===== src/rtl/pong_sound_pkg.sv =====
// Shared types and constants for the Pong sound engine: player state,
// channel index width and the millisecond prescaler divisor.
package pong_sound_pkg;

    typedef enum logic [1:0] {
        IDLE = 2'd0,
        PLAY = 2'd1,
        GAP  = 2'd2
    } state_e;

    localparam int CH_W = 3;

    function automatic int ms_div(input int clk_hz);
        return clk_hz / 1000;
    endfunction

endpackage


===== src/rtl/pong_tone_div.sv =====
// Square-wave divider: toggles the tone every half_period clocks while enabled.
// load restarts the phase (counter and tone cleared); half_period of 0 acts as 1.
module pong_tone_div #(
    parameter int DIV_W = 18
) (
    input  logic             clk,
    input  logic             rst_n,
    input  logic             load,
    input  logic             en,
    input  logic [DIV_W-1:0] half_period,
    output logic             tone
);

    logic [DIV_W-1:0] cnt_q, cnt_d;
    logic             tone_q, tone_d;
    logic [DIV_W-1:0] last;

    always_comb begin
        last   = (half_period == '0) ? '0 : half_period - DIV_W'(1);
        cnt_d  = cnt_q;
        tone_d = tone_q;
        if (load || !en) begin
            cnt_d  = '0;
            tone_d = 1'b0;
        end else if (cnt_q >= last) begin
            cnt_d  = '0;
            tone_d = ~tone_q;
        end else begin
            cnt_d  = cnt_q + DIV_W'(1);
        end
    end

    always_ff @(posedge clk or negedge rst_n) begin
        if (!rst_n) begin
            cnt_q  <= '0;
            tone_q <= 1'b0;
        end else begin
            cnt_q  <= cnt_d;
            tone_q <= tone_d;
        end
    end

    assign tone = tone_q;

endmodule


===== src/rtl/pong_sound_engine.sv =====
// Multi-channel Pong tone player with priority, pre-emption and pending events.
// Optional SOUND_VOLUME_EN adds a 3-bit volume input gating the tone with 8-step PWM.
module pong_sound_engine
    import pong_sound_pkg::*;
#(
    parameter int CLK_HZ = 100000000,
    parameter int NUM_CH = 3,
    parameter int DIV_W  = 18,
    parameter int DUR_W  = 8,
    parameter int GAP_MS = 20
) (
    input  logic                    clk,
    input  logic                    rst_n,
    input  logic [NUM_CH-1:0]       trig,
    input  logic [NUM_CH*DIV_W-1:0] half_period,
    input  logic [NUM_CH*DUR_W-1:0] duration,
`ifdef SOUND_VOLUME_EN
    input  logic [2:0]              volume,
`endif
    output logic                    speaker,
    output logic                    busy,
    output logic [CH_W-1:0]         active_ch
);

    localparam int MS_DIV = ms_div(CLK_HZ);
    localparam int PRE_W  = (MS_DIV > 1) ? $clog2(MS_DIV) : 1;
    localparam int GAP_W  = $clog2(GAP_MS + 1);
    localparam int MS_W   = (DUR_W > GAP_W) ? DUR_W : GAP_W;

    state_e              state_q, state_d;
    logic [NUM_CH-1:0]   pending_q, pending_d;
    logic [CH_W-1:0]     ch_q, ch_d;
    logic [DIV_W-1:0]    hp_q, hp_d;
    logic [DUR_W-1:0]    dur_q, dur_d;
    logic [MS_W-1:0]     ms_q, ms_d;
    logic [PRE_W-1:0]    pre_q, pre_d;

    logic                tick;
    logic [NUM_CH-1:0]   cand;
    logic [CH_W-1:0]     trig_top, cand_top, launch_ch;
    logic                launch, restart;
    logic [DIV_W-1:0]    hp_sel;
    logic [DUR_W-1:0]    dur_sel;
    logic                tone;

    function automatic logic [CH_W-1:0] top_index(input logic [NUM_CH-1:0] v);
        top_index = '0;
        for (int i = 0; i < NUM_CH; i++) begin
            if (v[i]) top_index = CH_W'(i);
        end
    endfunction

    function automatic logic [NUM_CH-1:0] ch_mask(input logic [CH_W-1:0] ch);
        ch_mask = '0;
        for (int i = 0; i < NUM_CH; i++) begin
            if (ch == CH_W'(i)) ch_mask[i] = 1'b1;
        end
    endfunction

    always_comb begin
        tick  = (pre_q == PRE_W'(MS_DIV - 1));
        pre_d = tick ? '0 : pre_q + PRE_W'(1);
    end

    always_comb begin
        cand     = pending_q | trig;
        trig_top = top_index(trig);
        cand_top = top_index(cand);
        launch    = 1'b0;
        launch_ch = cand_top;
        restart   = 1'b0;
        state_d   = state_q;
        pending_d = pending_q;
        ch_d      = ch_q;
        hp_d      = hp_q;
        dur_d     = dur_q;
        ms_d      = ms_q;

        case (state_q)
            IDLE: begin
                pending_d = cand;
                if (|cand) launch = 1'b1;
            end
            PLAY: begin
                // A retrigger of the playing channel never queues itself.
                pending_d = pending_q | (trig & ~ch_mask(ch_q));
                if ((|trig) && (trig_top > ch_q)) begin
                    launch    = 1'b1;
                    launch_ch = trig_top;
                end else if (|(trig & ch_mask(ch_q))) begin
                    restart = 1'b1;
                    ms_d    = MS_W'(dur_q);
                end else if (tick) begin
                    if (ms_q <= MS_W'(1)) begin
                        state_d = GAP;
                        ms_d    = MS_W'(GAP_MS);
                    end else begin
                        ms_d    = ms_q - MS_W'(1);
                    end
                end
            end
            GAP: begin
                pending_d = cand;
                if (tick) begin
                    if (ms_q <= MS_W'(1)) begin
                        state_d = IDLE;
                        ms_d    = '0;
                    end else begin
                        ms_d    = ms_q - MS_W'(1);
                    end
                end
            end
            default: state_d = IDLE;
        endcase

        hp_sel  = '0;
        dur_sel = '0;
        for (int i = 0; i < NUM_CH; i++) begin
            if (launch_ch == CH_W'(i)) begin
                hp_sel  = half_period[i*DIV_W +: DIV_W];
                dur_sel = duration[i*DUR_W +: DUR_W];
            end
        end

        if (launch) begin
            state_d   = PLAY;
            ch_d      = launch_ch;
            hp_d      = hp_sel;
            dur_d     = dur_sel;
            ms_d      = MS_W'(dur_sel);
            pending_d = pending_d & ~ch_mask(launch_ch);
        end
    end

    always_ff @(posedge clk or negedge rst_n) begin
        if (!rst_n) begin
            state_q   <= IDLE;
            pending_q <= '0;
            ch_q      <= '0;
            hp_q      <= '0;
            dur_q     <= '0;
            ms_q      <= '0;
            pre_q     <= '0;
        end else begin
            state_q   <= state_d;
            pending_q <= pending_d;
            ch_q      <= ch_d;
            hp_q      <= hp_d;
            dur_q     <= dur_d;
            ms_q      <= ms_d;
            pre_q     <= pre_d;
        end
    end

    pong_tone_div #(
        .DIV_W       (DIV_W)
    ) u_tone_div (
        .clk         (clk),
        .rst_n       (rst_n),
        .load        (launch || restart),
        .en          (state_q == PLAY),
        .half_period (hp_q),
        .tone        (tone)
    );

`ifdef SOUND_VOLUME_EN
    logic [2:0] pwm_q, pwm_d;

    always_comb begin
        pwm_d = pwm_q + 3'd1;
    end

    always_ff @(posedge clk or negedge rst_n) begin
        if (!rst_n) pwm_q <= '0;
        else        pwm_q <= pwm_d;
    end

    assign speaker = tone & (state_q == PLAY) & (pwm_q < volume);
`else
    assign speaker = tone & (state_q == PLAY);
`endif

    assign busy      = (state_q != IDLE);
    assign active_ch = ch_q;

endmodule


===== config.mk =====
export PLATFORM = sky130hd
export DESIGN_NAME = pong_sound_engine
export DESIGN_NICKNAME = d
export VERILOG_FILES = /design/src/rtl/pong_sound_pkg.sv /design/src/rtl/pong_tone_div.sv /design/src/rtl/pong_sound_engine.sv
export SDC_FILE = /design/constraint.sdc
export NUM_CORES = 1
export LEC_CHECK = 0
export CORE_UTILIZATION = 35
export DETAILED_ROUTE_END_ITERATION = 16
export PLACE_DENSITY = 0.62
export SYNTH_ARGS = -nofsm -noshare
export SYNTH_HDL_FRONTEND = slang
export SYNTH_HIERARCHICAL = 1
export SYNTH_SLANG_ARGS = --single-unit

===== constraint.sdc =====
create_clock -name clk -period 9.55 [get_ports clk]
set_clock_uncertainty 0.1 [all_clocks]
set_input_delay 1.4325 -clock clk [delete_from_list [all_inputs] [get_ports clk]]
set_output_delay 1.4325 -clock clk [all_outputs]
set_load 0.05 [all_outputs]

==> impl_results.md <==
* Post-synthesis simple-gate area fraction at roughly 24%
* Commonest non-fill, non-tap cell in the layout: clkdlybuf4s50_1
* XOR/XNOR share of the synthesized area at between 8 and 9%
* Critical path type: in2reg
* Boundary pin count at between 80 and 90
* Total gr overflow at 0
* Cell internal pwr at 0.949 mW
* CP Launch Type: primary input
* CTS Root Buffer Type: clkbuf_16
* Post-synth top flop: dfrtp_1
* Tmin final at 4.70 ns
* Crit end category: flip-flop
* Synth warn at 6
* Seq/Total Area, Yosys at 37.4%
* CTS HTree Levels at 3
* Status: completed
* Cts bufs inserted at 9
* Slew HR at 25.5%
* First-pass GRT wire length at 22000 um
* Final Cell Area at about 0.0064 mm2
* Endpoints failing setup at 0
* Ys async rst share at 100%
* Final-report hold violation count at 0
* First-pass detailed-route iteration total at 4
* Maximum VDD drop at around 0.00012 V
* Fmax at 213 MHz
* Tot GR Track Use at 18.5%
* CTS resizes at 0
* Clock Power Share at between 15 and 20%
* Synth Area in Compound Gates at between 10% and 20%
* Clock buffer depth at 2
* Setup TNS at 0 ns
* Via total after detailed routing at 4600
* Switching Fraction at between 40% and 50%
* Final #Nets at approximately 770
* Post-Syn Instances at slightly below 600
* Number of flops mapped to enable cells by yosys at 0
* Synth Register Bits at 77
* MaxCap Viol Count at 0
* Mux share of post-synthesis cell area at about 1.7%
* Leak at 2.70 nW
* Comb pwr share at between 50 and 60%
* Commonest non-fill, non-tap cells in the layout: clkdlybuf4s50_1 (85), dfrtp_1 (77), nand2_1 (71), nor2_1 (56), o21ai_0 (30)
* Main combinational cell family by area after synthesis: simple AND/OR/NAND/NOR gates
* Core area at between 0.01 and 0.015 mm2
* RSZ-0062 raised after global routing: false
* Diode count at 0
* Synth Area per Inst at between 8 and 9 um2
* Worst-Skew Late Latency at roughly 0.33 ns
* DRT met1 WL at ~6200 um
* TritonCTS sink count at between 70 and 80
* CTS tree: yes
* Initial antenna violation count at 0
* Pwr dens at about 270 mW/mm2
* Clock transition at path regs at about 0.060 ns
* Postcts setup bufs at 0
* Die footprint at roughly 0.015 mm2
* Top layer in use: met4
* Routability cong. at roughly 0.80
* Hpwl dp at 9550 um
* Die X at roughly 120 um
* CTS Hold Bufs at 0
* Max-slew violations at 0
* Met3 wire length at 500 um
* 1st-iter DRT viols at between 200 and 250
* Cell variety after synth at 57
* Syn nets at 699
* Psw at around 0.75 mW
* Hold Path Class: reg2reg
* Vias in the first global route at approximately 4600
* Required @ worst endpoint at 9.66 ns
* Initial core utilization at a little over a third
* ANT nets after route at 0
* Synth Area in Adders at about 6.3%
* Part of the power in registers at between 30% and 40%
* DR WL/cell at ~16 um
* Met2 wire length at approximately 6400 um
* Placed inst area at about 0.006 mm2
* Largest net degree at the start of global routing at about 80
* DRT Wirelength at around 13000 um
* Share of cells above drive strength 1 at 6.01%
* Area growth syn-to-layout at 24.0%
* Critical path fanouts, max at 36
* # rows at 43
* Crit share post-route at between 40% and 50%
* Vias per cell at roughly 5.4
* Filler instances at between 1000 and 1500
* Worst slew pin tran at roughly 1.1 ns
* Cell Area, Synth at ~0.0052 mm2
* PortBufs at 86
* CP Data Arrival Time at around 4.8 ns
* Chip height at ~120 um
* Post-route DRC at 0
[worst max-delay path, stage by stage]
cell             delay [ns]
clkdlybuf4s50_1        0.60
nand2b_1               0.16
ha_1                   0.16
nand2b_1               0.14
a221o_1                0.37
or3_1                  0.91
nand2_2                0.52
a211oi_1               0.38
o21ai_1                0.11
[Yosys cell counts, drive strengths merged, types with 8 or more instances]
cell type / number / area [um2]
ha: 26 / 325
nor3: 11 / 55.1
a31o: 8 / 70.1
a211oi: 21 / 163
xor2: 27 / 236
a21boi: 8 / 60.1
and3: 27 / 169
nand2b: 10 / 62.6
dfrtp: 77 / 1930
nand4: 15 / 100
nand2: 72 / 273
nor4: 9 / 83.8
buf: 10 / 80.1
nor2: 58 / 223
xnor2: 22 / 193
clkbuf: 19 / 71.3
a31oi: 8 / 50.1
inv: 14 / 52.6
a21oi: 17 / 88.8
o221ai: 10 / 113
nand3: 19 / 95.1
o21ai: 54 / 270
[cell type report]
type,count,area [um2],area share (%)
timing repair buffer,91,896,14.0
inverter,14,52.6,0.822
multi-input combinational,470,3040,47.5
clock buffer,10,229,3.58
tap,180,225,3.52
clock inverter,4,27.5,0.431
sequential,77,1930,30.1
[registers in the layout, summed over array words and instances, names as in the netlist]
signal / count
active_ch: 2
dur_q: 8
hp_q: 18
ms_q: 8
pending_q: 3
pre_q: 17
state_q: 2
u_tone_div/cnt_q: 18
u_tone_div/tone: 1
[power groups by stage]
stage                     Sequential [mW]  Combinational [mW]  Clock (mW)
after global placement              0.536               0.830           0
final                               0.537               0.862       0.302
after CTS                           0.536               0.866       0.309
after global routing                0.554               0.974       0.323
after detailed placement            0.541               0.861           0
after floorplan                     0.520               0.653           0
[cells by family (layout without fill, tap and decap cells)]
kind of cell,count (synthesis),count (layout)
other cells,1,1
xor+xnor,49,49
compound gates,139,139
buf+inv,43,119
simple gates,247,247
flops,77,77
fa+ha+maj,26,26
mux,8,8
[per-layer routing]
layer / up-vias / global-route usage, %
li1: 2266 / -
met1: 2207 / 23.6
met2: 110 / 31.5
met3: 17 / 3.55
met4: 0 / 5.95
met5: - / 0
[final timing paths]
| kind | to | start | cells past startpoint | slack (ns) |
|---|---|---|---|---|
| min in group asynchronous | hp_q[0] | rst_n | 1 | 1.11 |
| hold / removal | dur_q[3] | dur_q[3] | 2 | 0.37 |
| setup / recovery | hp_q[12] | trig[2] | 9 | 4.85 |
| setup reg to reg | u_tone_div/tone | hp_q[3] | 12 | 5.60 |
| max in group asynchronous | hp_q[10] | rst_n | 1 | 7.56 |
| hold reg to reg | dur_q[3] | dur_q[3] | 2 | 0.37 |
[stage by stage]
stage	power [mW]	setup slack, ns	utilization, %	cells	hold slack [ns]
final	1.70	4.85	45.2	846	0.374
after global routing	1.85	4.63	45.2	846	0.399
after CTS	1.71	4.95	45.2	846	0.375
after detailed placement	1.40	4.60	43.4	832	0.361
after global placement	1.37	4.75	43.4	832	0.358
after floorplan	1.17	5.40	-	590	0.343
Power figures use the tool's default switching activity.
